### src/rtl/l1_pmem_arbiter_if.sv
// Line-port bundle shared by the icache, the dcache and the downstream pmem/L2 side.
interface l1_pmem_arbiter_if #(
   parameter int unsigned ADDR_W = 16,
   parameter int unsigned LINE_W = 128
);
   logic              read;
   logic              write;
   logic [ADDR_W-1:0] address;
   logic [LINE_W-1:0] wdata;
   logic [LINE_W-1:0] rdata;
   logic              resp;

   // Issuing side (the arbiter toward pmem).
   modport master (output read, write, address, wdata, input rdata, resp);
   // Serving side for a requester that can also write back (dcache).
   modport slave (input read, write, address, wdata, output rdata, resp);
   // Serving side for a read-only requester (icache).
   modport slave_ro (input read, address, output rdata, resp);
endinterface

### src/rtl/l1_pmem_arbiter.sv
// Arbitrates the shared pmem line port between L1 icache and dcache, one transaction at a time.
// Define ARB_ROUND_ROBIN_EN for round-robin tie-break; default build gives dcache fixed priority.
module l1_pmem_arbiter #(
   parameter int unsigned ADDR_W = 16,
   parameter int unsigned LINE_W = 128
) (
   input  logic                 clk,
   input  logic                 reset,
   l1_pmem_arbiter_if.slave_ro  i_pmem,
   l1_pmem_arbiter_if.slave     d_pmem,
   l1_pmem_arbiter_if.master    pmem
);

   typedef enum logic [1:0] {
      ST_IDLE    = 2'd0,
      ST_SERVE_I = 2'd1,
      ST_SERVE_D = 2'd2,
      ST_DONE    = 2'd3
   } state_e;

   state_e            state_q, state_d;
   logic              rd_q, rd_d;
   logic              wr_q, wr_d;
   logic [ADDR_W-1:0] addr_q, addr_d;
   logic [LINE_W-1:0] wdata_q, wdata_d;
   logic              i_req, d_req, grant_d;

   assign i_req = i_pmem.read;
   assign d_req = d_pmem.read | d_pmem.write;

`ifdef ARB_ROUND_ROBIN_EN
   logic last_d_q, last_d_d;

   // On a tie, the side that did not win last time goes next.
   assign grant_d = d_req & (~i_req | ~last_d_q);
`else
   assign grant_d = d_req;
`endif

   always_ff @(posedge clk) begin
      if (reset) begin
         state_q  <= ST_IDLE;
         rd_q     <= 1'b0;
         wr_q     <= 1'b0;
         addr_q   <= '0;
         wdata_q  <= '0;
`ifdef ARB_ROUND_ROBIN_EN
         last_d_q <= 1'b1;
`endif
      end else begin
         state_q  <= state_d;
         rd_q     <= rd_d;
         wr_q     <= wr_d;
         addr_q   <= addr_d;
         wdata_q  <= wdata_d;
`ifdef ARB_ROUND_ROBIN_EN
         last_d_q <= last_d_d;
`endif
      end
   end

   always_comb begin
      state_d     = state_q;
      rd_d        = rd_q;
      wr_d        = wr_q;
      addr_d      = addr_q;
      wdata_d     = wdata_q;
      i_pmem.resp = 1'b0;
      d_pmem.resp = 1'b0;
`ifdef ARB_ROUND_ROBIN_EN
      last_d_d    = last_d_q;
`endif
      case (state_q)
         ST_IDLE: begin
            if (grant_d) begin
               // Read+write together is illegal; treat it as a writeback.
               state_d = ST_SERVE_D;
               rd_d    = ~d_pmem.write;
               wr_d    = d_pmem.write;
               addr_d  = d_pmem.address;
               wdata_d = d_pmem.wdata;
`ifdef ARB_ROUND_ROBIN_EN
               last_d_d = 1'b1;
`endif
            end else if (i_req) begin
               state_d = ST_SERVE_I;
               rd_d    = 1'b1;
               wr_d    = 1'b0;
               addr_d  = i_pmem.address;
               wdata_d = '0;
`ifdef ARB_ROUND_ROBIN_EN
               last_d_d = 1'b0;
`endif
            end
         end
         ST_SERVE_I: begin
            if (pmem.resp) begin
               i_pmem.resp = 1'b1;
               rd_d        = 1'b0;
               wr_d        = 1'b0;
               state_d     = ST_DONE;
            end
         end
         ST_SERVE_D: begin
            if (pmem.resp) begin
               d_pmem.resp = 1'b1;
               rd_d        = 1'b0;
               wr_d        = 1'b0;
               state_d     = ST_DONE;
            end
         end
         ST_DONE: state_d = ST_IDLE;
         default: state_d = ST_IDLE;
      endcase
   end

   // Strobes come only from the latched transaction, never from live requester inputs.
   assign pmem.read     = rd_q;
   assign pmem.write    = wr_q;
   assign pmem.address  = addr_q;
   assign pmem.wdata    = wdata_q;
   assign i_pmem.rdata  = pmem.rdata;
   assign d_pmem.rdata  = pmem.rdata;

endmodule

### src/flat_wrapper.sv
// flat-port wrapper written by rule: the top's interface ports become plain ports
module l1_pmem_arbiter_flat 
#(
   parameter int unsigned ADDR_W = 16,
   parameter int unsigned LINE_W = 128
)
  (clk, reset, i_pmem_read, i_pmem_address, i_pmem_rdata, i_pmem_resp, d_pmem_read, d_pmem_write, d_pmem_address, d_pmem_wdata, d_pmem_rdata, d_pmem_resp, pmem_read, pmem_write, pmem_address, pmem_wdata, pmem_rdata, pmem_resp);
  l1_pmem_arbiter_if #(.ADDR_W(ADDR_W), .LINE_W(LINE_W)) i_pmem_i ();
  l1_pmem_arbiter_if #(.ADDR_W(ADDR_W), .LINE_W(LINE_W)) d_pmem_i ();
  l1_pmem_arbiter_if #(.ADDR_W(ADDR_W), .LINE_W(LINE_W)) pmem_i ();
  input  logic clk;
  input  logic reset;
  input wire logic [$bits(i_pmem_i.read)-1:0] i_pmem_read;
  input wire logic [$bits(i_pmem_i.address)-1:0] i_pmem_address;
  output wire logic [$bits(i_pmem_i.rdata)-1:0] i_pmem_rdata;
  output wire logic [$bits(i_pmem_i.resp)-1:0] i_pmem_resp;
  input wire logic [$bits(d_pmem_i.read)-1:0] d_pmem_read;
  input wire logic [$bits(d_pmem_i.write)-1:0] d_pmem_write;
  input wire logic [$bits(d_pmem_i.address)-1:0] d_pmem_address;
  input wire logic [$bits(d_pmem_i.wdata)-1:0] d_pmem_wdata;
  output wire logic [$bits(d_pmem_i.rdata)-1:0] d_pmem_rdata;
  output wire logic [$bits(d_pmem_i.resp)-1:0] d_pmem_resp;
  output wire logic [$bits(pmem_i.read)-1:0] pmem_read;
  output wire logic [$bits(pmem_i.write)-1:0] pmem_write;
  output wire logic [$bits(pmem_i.address)-1:0] pmem_address;
  output wire logic [$bits(pmem_i.wdata)-1:0] pmem_wdata;
  input wire logic [$bits(pmem_i.rdata)-1:0] pmem_rdata;
  input wire logic [$bits(pmem_i.resp)-1:0] pmem_resp;
  assign i_pmem_i.read = i_pmem_read;
  assign i_pmem_i.address = i_pmem_address;
  assign i_pmem_rdata = i_pmem_i.rdata;
  assign i_pmem_resp = i_pmem_i.resp;
  assign d_pmem_i.read = d_pmem_read;
  assign d_pmem_i.write = d_pmem_write;
  assign d_pmem_i.address = d_pmem_address;
  assign d_pmem_i.wdata = d_pmem_wdata;
  assign d_pmem_rdata = d_pmem_i.rdata;
  assign d_pmem_resp = d_pmem_i.resp;
  assign pmem_read = pmem_i.read;
  assign pmem_write = pmem_i.write;
  assign pmem_address = pmem_i.address;
  assign pmem_wdata = pmem_i.wdata;
  assign pmem_i.rdata = pmem_rdata;
  assign pmem_i.resp = pmem_resp;
  l1_pmem_arbiter #(.ADDR_W(ADDR_W), .LINE_W(LINE_W)) u_core (.clk(clk), .reset(reset), .i_pmem(i_pmem_i), .d_pmem(d_pmem_i), .pmem(pmem_i));
endmodule
### config.mk
export PLATFORM = sky130hd
export DESIGN_NAME = l1_pmem_arbiter_flat
export DESIGN_NICKNAME = d
export VERILOG_FILES = /design/src/rtl/l1_pmem_arbiter_if.sv /design/src/rtl/l1_pmem_arbiter.sv /design/src/flat_wrapper.sv
export SDC_FILE = /design/constraint.sdc
export NUM_CORES = 1
export LEC_CHECK = 0
export CAP_MARGIN = 20
export CORE_AREA = 3 3 270 272
export DETAILED_ROUTE_END_ITERATION = 7
export DIE_AREA = 0 0 273 275
export PLACE_DENSITY = 0.36
export SLEW_MARGIN = 10
export SYNTH_ARGS = -nofsm -noshare
export SYNTH_HDL_FRONTEND = slang
export SYNTH_SLANG_ARGS = --single-unit
### constraint.sdc
create_clock -name clk -period 2.1 [get_ports clk]
set_input_delay 0.42 -clock clk [delete_from_list [all_inputs] [get_ports clk]]
set_output_delay 0.42 -clock clk [all_outputs]
set_load 0.02 [all_outputs]
**Yosys cells after proc, flatten, opt, wreduce, memory -nomap -nowiden**

Index checks and enable logic that the tools add are counted.

- Register bits: 148
- Bits in latches: 0
- Memory bits (writable): 0
- ROM bits: 0
- Bits of input ports: 294
- Output and inout port bits: 404
- Logic and storage cells: 37
- Memories kept: 0

- Add/sub/neg operators: 0
- Multiply operators: 0
- Divide/modulo/power cells: 0
- $lt $le $gt $ge: 0
- Equal/unequal tests: 5
- Shifts and indexed selects: 0
- Muxes and demuxes: 18
- Bitwise logic cells: 2
- Reduce and logical (&&, ||, !) cells: 7

Operators with widths:

| kind | number |
|---|---|
| 2-to-1 mux 128 bit | 2 |
| 2-to-1 mux 16 bit | 2 |
| 2-to-1 mux 1 bit | 8 |
| 2-to-1 mux 2 bit | 3 |
| one-hot mux 2 bit (3 select lines) | 1 |
| equality test 2 bit (second input constant) | 2 |
| one-hot mux 1 bit (2 select lines) | 2 |
| AND reduction 2 bit | 2 |
| nonzero test 2 bit | 2 |
| != test 3 x 2 -> 1 bit (second input constant) | 1 |
| AND reduction 3 bit | 1 |
| equality test 2 x 1 -> 1 bit (second input constant) | 1 |
| zero test 2 bit | 1 |
| != test 2 x 1 -> 1 bit (second input constant) | 1 |
| OR reduction 2 bit | 1 |
| NOT 1 bit | 1 |
| bitwise OR 1 bit | 1 |

**Logic depth before layout (Yosys ltp)**

Gate-level depths: netlist of run 1.

- Depth after elaboration: 4
- Mapped depth: 7
- Mapped depth without buffers: 5

**Worst setup path after synthesis of run 1**

OpenSTA, ideal clock, no wires.

- Path kind: reg2reg
- Start point: register u_core.state_q[0]
- End point: register u_core.rd_q, in the netlist u_core.pmem.read
- Library setup time: 125 ps
- Arrival: 1359 ps
- Required time: 1975 ps
- Path slack: 616 ps
- Stages on the path, launching flop included: 6
- Buffers on the path: 0
- Period minus slack after synthesis: 1484 ps
- Path through: dfxtp_1 inv_1 ha_1 nor4b_1 or4_1 a21oi_1

- Longest elaborated chain between the ends: 4
- Elaborated cells between the ends (all ways): 9
- Classes of those cells: eq/ne: 4; mux: 1; reduce/logical: 4

RTL lines:

| item | line | RTL |
|---|---|---|
| start, declared | l1_pmem_arbiter.sv:21 | `state_e state_q, state_d;` |
| start signal, assigned | l1_pmem_arbiter.sv:51 | `state_q <= state_d;` |
| equality test 2 x 1 -> 1 bit or equality test 2 bit (tied branches) | l1_pmem_arbiter.sv:73 | `case (state_q)` |
| OR reduction 2 bit (no line) | -- |  |
| != test 2 x 1 -> 1 bit (no line) or nonzero test 2 bit (tied branches) | -- |  |
| AND reduction 3 bit (no line) | -- |  |
| end signal, assigned | l1_pmem_arbiter.sv:52 | `rd_q <= rd_d;` |
| end, declared | l1_pmem_arbiter.sv:22 | `logic rd_q, rd_d;` |

Parallel ways exist; a longest one is shown, timed or not.
A chain may end at the register's enable or synchronous reset.

**Worst setup path after layout of run 1**

- Start point: register u_core.state_q[1]
- End point: output port i_pmem_resp

- Longest elaborated chain between the ends: 2

RTL lines:

| item | line | RTL |
|---|---|---|
| equality test 2 x 1 -> 1 bit | l1_pmem_arbiter.sv:73 |  |
| 2-to-1 mux 1 bit | l1_pmem_arbiter.sv:73 |  |
| end, declared | flat_wrapper.sv:16 | `output wire logic [$bits(i_pmem_i.resp)-1:0] i_pmem_resp;` |

Every way passes these cells.

==> results of run 1 <==
-- worst max-delay path by stage --
stage | start | endpoint | slack (ns) | cells after the start
floorplan | u_core.state_q[0] | u_core.pmem.read | 0.62 | 5
global placement | d_pmem_write | u_core.pmem.wdata[51] | -0.003 | 5
detailed placement | d_pmem_write | u_core.pmem.wdata[121] | -0.05 | 6
CTS | u_core.state_q[0] | d_pmem_resp | 0.02 | 4
global route | u_core.state_q[1] | i_pmem_resp | 0.02 | 4
finish | u_core.state_q[1] | i_pmem_resp | 0.13 | 4
-- power breakdown --
group          switching [W]  internal [W]  total, W
combinational        0.00253       0.00249   0.00501
sequential          0.000440       0.00358   0.00402
clock                0.00157       0.00168   0.00326
total                0.00454       0.00775    0.0123
-- state kept, by name, indices dropped and copies added (netlist names) --
signal               flops
u_core.pmem.wdata      128
u_core.pmem.address     16
u_core.state_q           2
u_core.pmem.read         1
u_core.pmem.write        1
-- kinds of logic (layout without fill, tap and decap cells) --
group	after synthesis	after routing	synth area share, %
AOI/OAI and AO/OA	170	170	19.8
adders and majority gates	4	4	0.727
buffers and inverters	292	380	32.8
DFF	148	148	43.0
muxes	16	16	2.33
other	0	1	0
and+or+nand+nor	12	12	1.33
-- routing by layer --
metal  share of wire [%]  track usage, %  vias up
met3                  16            5.06      102
met4                 5.2            4.75        2
met1                  37            7.01     2126
met5               0.038               0        -
met2                  42            9.86      433
li1                    -               -     2151
-- metrics by stage --
stage	std cells	area, µm²	hold slack [ns]	util, %	setup WS, ns
4_1_cts	1680	9930	0.478	14.0	0.0159
2_1_floorplan	642	6880	0.476	-	0.616
5_1_grt	1680	9920	0.492	14.0	0.0155
3_5_place_dp	1648	9340	0.462	13.2	-0.0529
6_report	1681	9930	0.477	14.0	0.129
3_3_place_gp	1648	9340	0.461	13.2	-0.00268
-- layout by cell type, fill, tap and decap left out, types with 2 or more instances in the layout --
cell type	n
sky130_fd_sc_hd__a21oi_1	18
sky130_fd_sc_hd__a22o_1	128
sky130_fd_sc_hd__and2_1	2
sky130_fd_sc_hd__buf_12	11
sky130_fd_sc_hd__buf_4	21
sky130_fd_sc_hd__clkbuf_16	17
sky130_fd_sc_hd__clkdlybuf4s50_1	309
sky130_fd_sc_hd__clkinv_4	2
sky130_fd_sc_hd__clkinvlp_4	3
sky130_fd_sc_hd__dfxtp_1	147
sky130_fd_sc_hd__dlygate4sd2_1	2
sky130_fd_sc_hd__ha_1	4
sky130_fd_sc_hd__inv_1	3
sky130_fd_sc_hd__inv_6	3
sky130_fd_sc_hd__inv_8	4
sky130_fd_sc_hd__mux2i_1	16
sky130_fd_sc_hd__nor2_4	2
sky130_fd_sc_hd__nor4b_1	2
sky130_fd_sc_hd__o21a_1	2
sky130_fd_sc_hd__o21ai_0	17
-- what timing repair did --
item,CTS,global route
resized for setup,6,2
gates cloned,0,0
setup buffers,0,0
endpoints found under the setup margin,4,2
-- layout make-up --
type / instances / area [µm²] / area share, %
clock buffers: 17 / 425 / 4.29
flip-flops and latches: 148 / 2960 / 29.9
repair buffers: 345 / 3500 / 35.3
inverters: 3 / 11.3 / 0.113
diodes: 1 / 2.50 / 0.0252
clock inverters: 15 / 163 / 1.64
multi-input cells: 202 / 1670 / 16.8
well taps: 950 / 1190 / 12.0
==> results.py, run 1 <==
metrics = {
    "status": {
        "run_status": "finished, final reports clean",
    },
    "timing": {
        "setup_repair_after_global_routing_missed_its_margin": "no",
        "timing.final.crit_share_pct": 93.9,
        "hold_viol": 0,
        "skew_ns": 0.0138,
        "fmax_mhz": 507,
        "tightestPinTransition_ns": 0.417,
        "report.final.slew_viol_count": 0,
        "setup_viol_count_final": 0,
        "timing.slew.headroom_pct": 72.1,
        "setup-tns-final_ns": 0,
        "fin_crit_ns": 1.97,
    },
    "global_routing": {
        "grt_util_all_layers_pct": 6.89,
        "grt_antenna_before_repair": 1,
        "first_pass_grt_wire_length_mm": 36.5,
        "grt_max_degree": 65,
        "grt_overflow_total": 0,
        "first_global_vias": 5023,
    },
    "layout": {
        "post_route_cells_drive_above_1_share_pct": 9.59,
        "area_delta_synth_final_pct": 44.2,
        "num-fill-cells": 7940,
        "final_net_count": 1015,
    },
    "min_path": {
        "hold_class": "reg2reg",
        "min_to": "u_core.pmem.wdata[39]",
        "worst_hold_startpoint": "u_core.pmem.wdata[39]",
        "min_delay_path_depth": 1,
    },
    "setup_path": {
        "timing.critical_path.required_ns": 1.68,
        "crit_fanout": 4,
        "timing.critical_path.arrival_ns": 1.55,
        "critical_path_buf_inv_count": 2,
        "setup.reg_to_reg.worst_slack_ns": 0.34,
        "worst_setup_sp_type": "register",
        "cp_slowest_cell": "sky130_fd_sc_hd__dfxtp_2",
        "rr_startpoint": "u_core.state_q[0]",
        "worstRegToRegCells": 6,
        "critical_path.reg2reg.endpoint": "u_core.pmem.wdata[106]",
        "criticalPathCategory": "reg2out",
        "cp_top_family": "flip-flops",
        "critical_path.max_stage_delay_ns": 0.36,
        "worst_setup_path_end_kind": "output pin",
        "timing.critical_path.cells": "inv_1 > ha_1 > and2_1 > clkdlybuf4s15_1",
    },
    "synth": {
        "synthesis.nets": 940,
        "ys_top_cells_by_count": "sky130_fd_sc_hd__buf_4 (268), sky130_fd_sc_hd__dfxtp_1 (148), sky130_fd_sc_hd__a22o_1 (128), sky130_fd_sc_hd__a21oi_1 (18), sky130_fd_sc_hd__o21ai_0 (17)",
        "synth_enable_flop_cells": 0,
        "async_flop_share_pct": 0,
        "synth_top_area_cell": "sky130_fd_sc_hd__dfxtp_1",
        "synth_warnings": 0,
        "syn_area_per_cell_um2": 10.7,
        "synth_most_common_cell": "sky130_fd_sc_hd__buf_4",
        "area_share_of_the_largest_cell_type_after_synthesis_pct": 43.0,
        "sequential_share_of_the_synthesized_area_pct": 43.0,
        "syn-instance-count": 642,
        "unique_cell_type_count_in_the_yosys_netlist": 28,
        "netlist_area_mm2": 0.00688,
        "yosys_register_bits": 148,
        "synth_flop_cell": "sky130_fd_sc_hd__dfxtp_1",
        "synth_top_cells_by_area": "sky130_fd_sc_hd__dfxtp_1 (43%), sky130_fd_sc_hd__buf_4 (29%), sky130_fd_sc_hd__a22o_1 (16%)",
    },
    "die": {
        "num_io_pins": 698,
        "floorplan.initialDensity_pct": 9.69,
        "floorplan.die.width_um": 273,
        "chipHeight_um": 275,
        "design.die.area_mm2": 0.0751,
        "std_cell_rows": 98,
        "std_cell_core_area_mm2": 0.0710,
    },
    "route": {
        "wirelength_mm": 26.2,
        "vias": 4814,
        "post_drt_via_cell_ratio": 2.86,
        "first_iteration_detailed_routing_drc_count": 152,
        "antenna_left": 0,
        "firstDrtPassIters": 4,
        "drt_drc_violations_left": 0,
        "route.detailed.wl_per_inst_um": 15.6,
    },
    "power_and_ir_drop": {
        "totalPowerFinal_w": 0.0123,
        "leakage_nw": 3.58,
        "ir_drop_mv": 0.502,
        "power_per_cell_area_mw_per_mm2": 1240,
    },
    "flow_run": {
        "drv.max_cap_violation_count": 0,
    },
    "clock_network": {
        "post_cts_hold_buffer_count": 0,
        "tritoncts": "built",
        "clk_latency_ns": 0.47,
        "worst_setup_hold_path_clk_slew_ns": 0.08,
        "cell_chosen_for_the_clock_root": "sky130_fd_sc_hd__clkbuf_16",
        "cts-buffers-inserted": 17,
        "clock_tree.htree_level_count": 4,
        "largest_buffer_count_on_any_clock_path": 2,
        "cts.sinks": 148,
    },
    "placed_design": {
        "place.detailed.hpwl_mm": 19.8,
        "portBuffers": 313,
        "globalplace.congestion": 0.772,
    },
}
Note: power is estimated with default switching activity, not from simulation.
==> inputs of run 2 (changes only) <==
==> constraint.sdc (replaced) <==
create_clock -name clk -period 2.2 [get_ports clk]
set_input_delay 0.33 -clock clk [delete_from_list [all_inputs] [get_ports clk]]
set_output_delay 0.33 -clock clk [all_outputs]
set_load 0.02 [all_outputs]
==> run 2 against run 1 <==
Critical path depth grew 2. Sequential share of layout area rose by 0.25 points. Utilization shrank 0.12 points. Hold slack worse by 0.032 ns. Register-to-register slack got worse by 0.10 ns. Critical path type is now reg2reg. Highest routed layer is now met4. Non-clock buffer count down 9. Clock skew is 0.0037 ns higher. Worst setup slack better by 0.11 ns. Total power fell by 6.6%. Combinational power decreased by 7.2%.
==> results.py, run 2 (synthesis results as in run 1) <==
metrics = {
    "timing": {
        "worst_hold_slack_ns": 0.445,
        "skew_ns": 0.0175,
        "tightestPinTransition_ns": 0.538,
        "timing.final.crit_share_pct": 89.2,
        "timing.slew.headroom_pct": 64.1,
        "setup-tns-final_ns": 0,
        "finalWorstSetupSlack_ns": 0.239,
        "report.final.slew_viol_count": 0,
        "fmax_mhz": 510,
        "setup_repair_after_global_routing_missed_its_margin": "no",
        "setup_viol_count_final": 0,
        "hold_viol": 0,
        "fin_crit_ns": 1.96,
    },
    "status": {
        "run_status": "finished, final reports clean",
    },
    "die": {
        "num_io_pins": 698,
        "chipHeight_um": 275,
        "floorplan.die.width_um": 273,
        "design.die.area_mm2": 0.0751,
        "std_cell_rows": 98,
        "floorplan.initialDensity_pct": 9.69,
        "std_cell_core_area_mm2": 0.0710,
    },
    "setup_path": {
        "timing.critical_path.required_ns": 2.60,
        "worst_setup_path_startpoint": "u_core.state_q[1]",
        "worst_setup_path_end_kind": "register",
        "rr_startpoint": "u_core.state_q[1]",
        "critical_path.max_stage_delay_ns": 0.45,
        "setup.reg_to_reg.worst_slack_ns": 0.24,
        "cp_slowest_cell": "sky130_fd_sc_hd__buf_4",
        "cp_top_family": "buffers and inverters",
        "crit_fanout": 45,
        "worst_setup_sp_type": "register",
        "critical_path_buf_inv_count": 2,
        "criticalPathCategory": "reg2reg",
        "timing.critical_path.cells": "inv_1 > ha_1 > o31a_4 > nor2_4 > buf_4 > a22o_1",
        "timing.critical_path.arrival_ns": 2.36,
        "worstRegToRegCells": 6,
        "critical_path.reg2reg.endpoint": "u_core.pmem.wdata[91]",
    },
    "route": {
        "antenna_left": 0,
        "drt_drc_violations_left": 0,
        "route.detailed.wl_per_inst_um": 15.3,
        "vias": 4750,
        "first_iteration_detailed_routing_drc_count": 159,
        "post_drt_via_cell_ratio": 2.84,
        "wirelength_mm": 25.6,
        "firstDrtPassIters": 4,
    },
    "global_routing": {
        "first_pass_grt_wire_length_mm": 35.1,
        "grt_util_all_layers_pct": 6.59,
        "grt_max_degree": 49,
        "grt_antenna_before_repair": 2,
        "grt_overflow_total": 0,
        "first_global_vias": 4889,
    },
    "clock_network": {
        "worst_setup_hold_path_clk_slew_ns": 0.09,
        "cts-resized-gates": 2,
        "cts-buffers-inserted": 17,
        "cell_chosen_for_the_clock_root": "sky130_fd_sc_hd__clkbuf_16",
        "clock_tree.htree_level_count": 4,
        "tritoncts": "built",
        "largest_buffer_count_on_any_clock_path": 2,
        "cts.sinks": 148,
        "clk_latency_ns": 0.47,
        "post_cts_hold_buffer_count": 0,
        "post-cts-setup-buffer-count": 0,
    },
    "placed_design": {
        "dpl_cell_area_mm2": 0.00926,
        "portBuffers": 313,
        "place.detailed.hpwl_mm": 19.4,
        "globalplace.congestion": 0.756,
        "place_worst_setup_slack_ns": 0.0461,
    },
    "layout": {
        "final_common_cell": "sky130_fd_sc_hd__clkdlybuf4s50_1",
        "multiInputGateArea_mm2": 0.00168,
        "num-fill-cells": 7966,
        "final_area_mm2": 0.00984,
        "sequential_cell_area_mm2": 0.00296,
        "largest_register_ffs": 128,
        "final_net_count": 1006,
        "post_route_cells_drive_above_1_share_pct": 8.18,
        "most-common-layout-cells": "sky130_fd_sc_hd__clkdlybuf4s50_1 (311), sky130_fd_sc_hd__dfxtp_1 (148), sky130_fd_sc_hd__a22o_1 (128)",
        "area_delta_synth_final_pct": 43.0,
    },
    "min_path": {
        "min_to": "u_core.pmem.wdata[96]",
        "min_delay_path_depth": 2,
        "hold_class": "in2reg",
        "worst_hold_startpoint": "d_pmem_wdata[96]",
    },
    "power_and_ir_drop": {
        "leakage_nw": 3.52,
        "power_per_cell_area_mw_per_mm2": 1170,
        "ir_drop_mv": 0.555,
    },
    "flow_run": {
        "drv.max_cap_violation_count": 0,
    },
}
run 2: layout make-up:
cell class / instances / area share [%]
diodes: 1 / 0.0254
clock buffers: 18 / 4.36
clock inverters: 14 / 1.45
inverters: 3 / 0.114
multi-input cells: 202 / 17.0
flip-flops and latches: 148 / 30.1
well taps: 950 / 12.1
repair buffers: 336 / 34.8
run 2: metal layers:
metal	wire (µm)	part of all wire (%)	global-route usage (%)	vias to the layer above
li1	-	-	-	2134
met1	9460	37	6.67	2094
met2	10700	42	9.48	431
met3	4100	16	4.78	91
met4	1300	5.1	4.65	0
met5	0	0	0	-
run 2: worst max path at each step:
stage                     slack [ns]                     to  depth (start not counted)
after global routing             0.1  u_core.pmem.wdata[94]                          6
final                           0.24  u_core.pmem.wdata[91]                          6
after global placement         -0.07       u_core.pmem.read                          6
after floorplan                 0.72       u_core.pmem.read                          5
after CTS                       0.13      u_core.pmem.write                          6
after detailed placement        0.05      u_core.state_q[1]                          6
run 2: where the power goes:
group | switching [W] | internal [W]
Sequential | 0.000397 | 0.00342
Clock | 0.00152 | 0.00150
Combinational | 0.00236 | 0.00229
run 2: through the flow:
stage | util, % | std cells | total power, W
3_5_place_dp | 13.0 | 1639 | 0.00862
2_1_floorplan | - | 642 | 0.00697
3_3_place_gp | 13.0 | 1639 | 0.00863
5_1_grt | 13.9 | 1671 | 0.0122
4_1_cts | 13.8 | 1671 | 0.0119
6_report | 13.9 | 1672 | 0.0115
==> inputs of run 3 (changes only) <==
PLACE_DENSITY = default   (was 0.36)
SKIP_LAST_GASP = 1   (was default)
==> run 3 against run 2 <==
Final cell count is 0.12% higher. Routed wire length decreased by 6.3%. Final area is 0.27% lower. Combinational power decreased by 1%. Clock skew grew 0.0042 ns. Sequential power barely moved. Count of clock-buffer cells in the layout is 1 lower. Clock power is essentially flat. First-iteration DRC count grew 16%. Sequential cell count unchanged. Utilization is essentially flat. Critical endpoint is now pmem_wdata[113]. Largest power group unchanged.
==> results.py, run 3 (synthesis results as in run 1) <==
metrics = {
    "status": {
        "run_status": "finished, final reports clean",
    },
    "die": {
        "std_cell_core_area_mm2": 0.0710,
        "floorplan.die.width_um": 273,
        "chipHeight_um": 275,
        "design.die.area_mm2": 0.0751,
        "std_cell_rows": 98,
        "num_io_pins": 698,
        "floorplan.initialDensity_pct": 9.69,
    },
    "placed_design": {
        "globalplace.congestion": 0.860,
        "dpl_cell_area_mm2": 0.00922,
        "portBuffers": 313,
        "place_worst_setup_slack_ns": 0.135,
        "place.detailed.hpwl_mm": 18.3,
    },
    "route": {
        "antenna_left": 0,
        "post_drt_via_cell_ratio": 2.89,
        "first_iteration_detailed_routing_drc_count": 185,
        "vias": 4846,
        "firstDrtPassIters": 4,
        "route.detailed.wl_per_inst_um": 14.3,
        "wirelength_mm": 24.0,
        "drt_drc_violations_left": 0,
    },
    "layout": {
        "area_delta_synth_final_pct": 42.6,
        "num-fill-cells": 7932,
        "final_common_cell": "sky130_fd_sc_hd__clkdlybuf4s50_1",
        "most-common-layout-cells": "sky130_fd_sc_hd__clkdlybuf4s50_1 (311), sky130_fd_sc_hd__dfxtp_1 (148), sky130_fd_sc_hd__a22o_1 (128)",
        "postLayoutCoreUtil_pct": 13.8,
        "antenna_cells": 0,
        "final_area_mm2": 0.00981,
        "final_net_count": 1009,
        "largest_register_ffs": 128,
        "post_route_cells_drive_above_1_share_pct": 8.56,
    },
    "power_and_ir_drop": {
        "sequential_power_share_pct": 33.5,
        "total_switching_power_w": 0.00414,
        "power_per_cell_area_mw_per_mm2": 1170,
        "cell_internal_pwr_w": 0.00731,
        "combinational_cell_fraction_of_total_power_pct": 40.1,
        "p_clk_share_pct": 26.4,
        "ir_drop_mv": 0.396,
        "leakage_nw": 3.56,
        "power.share.switching_pct": 36.2,
    },
    "clock_network": {
        "clock_tree.htree_level_count": 4,
        "post_cts_hold_buffer_count": 0,
        "largest_buffer_count_on_any_clock_path": 2,
        "cts.sinks": 148,
        "cts-resized-gates": 0,
        "cell_chosen_for_the_clock_root": "sky130_fd_sc_hd__clkbuf_16",
        "worst_setup_hold_path_clk_slew_ns": 0.08,
        "post-cts-setup-buffer-count": 0,
        "clk_latency_ns": 0.47,
        "tritoncts": "built",
        "cts-buffers-inserted": 17,
    },
    "timing": {
        "fin_crit_ns": 1.88,
        "timing.slew.headroom_pct": 59.9,
        "report.final.slew_viol_count": 0,
        "fmax_mhz": 531,
        "skew_ns": 0.0218,
        "hold_viol": 0,
        "timing.final.crit_share_pct": 85.6,
        "setup_repair_after_global_routing_missed_its_margin": "no",
        "tightestPinTransition_ns": 0.602,
        "setup_viol_count_final": 0,
        "finalWorstSetupSlack_ns": 0.316,
        "setup-tns-final_ns": 0,
    },
    "min_path": {
        "min_delay_path_depth": 2,
        "hold_class": "in2reg",
        "worst_hold_startpoint": "d_pmem_wdata[59]",
        "min_to": "u_core.pmem.wdata[59]",
    },
    "flow_run": {
        "drv.max_cap_violation_count": 0,
    },
    "setup_path": {
        "timing.critical_path.cells": "clkdlybuf4s50_1",
        "cp_top_family": "buffers and inverters",
        "worstRegToRegCells": 6,
        "critical_path.max_stage_delay_ns": 0.66,
        "worstSetupPathDepth": 1,
        "cp_slowest_cell": "sky130_fd_sc_hd__clkdlybuf4s50_1",
        "rr_startpoint": "u_core.state_q[0]",
        "timing.critical_path.arrival_ns": 1.55,
        "crit_fanout": 2,
        "setup.reg_to_reg.worst_slack_ns": 0.42,
        "worst_setup_sp_type": "register",
        "worst_setup_path_end_kind": "output pin",
        "critical_path_buf_inv_count": 1,
        "criticalPathCategory": "reg2out",
        "critical_path.reg2reg.endpoint": "u_core.pmem.wdata[88]",
        "timing.critical_path.required_ns": 1.87,
    },
    "global_routing": {
        "grt_overflow_total": 0,
        "grt_antenna_before_repair": 0,
        "first_pass_grt_wire_length_mm": 32.4,
        "first_global_vias": 5075,
        "grt_max_degree": 36,
        "grt_util_all_layers_pct": 6.04,
    },
}
[run 3: cell types whose count changed in the layout (fill, tap and decap cells not counted), sizes merged, moves of 2 or more]
| cell | delta |
|---|---|
| buf | +3 |
| inv | +3 |
| clkinv | -2 |
| dlygate4sd2 | -2 |
| dlymetal6s2s | +2 |
[run 3: layer usage]
| metal | vias up | part of all wire (%) | global-route usage [%] |
|---|---|---|---|
| met5 | - | 0.39 | 0.963 |
| met1 | 2149 | 32 | 5.04 |
| met2 | 437 | 46 | 9.71 |
| li1 | 2138 | - | - |
| met3 | 118 | 16 | 4.47 |
| met4 | 4 | 5.8 | 4.63 |
[run 3: stage by stage]
step	power (W)	hold slack [ns]	cells
after floorplan	0.00697	0.399	642
after global placement	0.00847	0.459	1642
after detailed placement	0.00854	0.463	1642
after CTS	0.0117	0.386	1674
after global routing	0.0121	0.414	1674
final	0.0115	0.447	1674
[run 3: final cells by class]
type	instances	area [µm²]	share of cell area (%)
clock inverters	15	161	1.64
multi-input cells	202	1670	17.0
inverters	3	11.3	0.115
well taps	950	1190	12.1
flip-flops and latches	148	2960	30.2
clock buffers	17	425	4.33
repair buffers	339	3400	34.6
[run 3: power by group through the flow]
stage               logic [W]  clock network (W)  registers (W)
floorplan             0.00229                  0        0.00469
global placement      0.00460                  0        0.00387
detailed placement    0.00465                  0        0.00389
CTS                   0.00468            0.00322        0.00384
global route          0.00490            0.00331        0.00392
finish                0.00459            0.00303        0.00383
[run 3: worst max path at each step]
stage / slack, ns / start / to
finish: 0.32 / u_core.pmem.wdata[113] / pmem_wdata[113]
detailed placement: 0.13 / d_pmem_write / u_core.pmem.wdata[37]
CTS: 0.03 / u_core.state_q[0] / d_pmem_resp
global route: 0.18 / u_core.pmem.read / pmem_read
global placement: 0.16 / d_pmem_write / u_core.pmem.wdata[110]
floorplan: 0.72 / u_core.state_q[0] / u_core.pmem.read
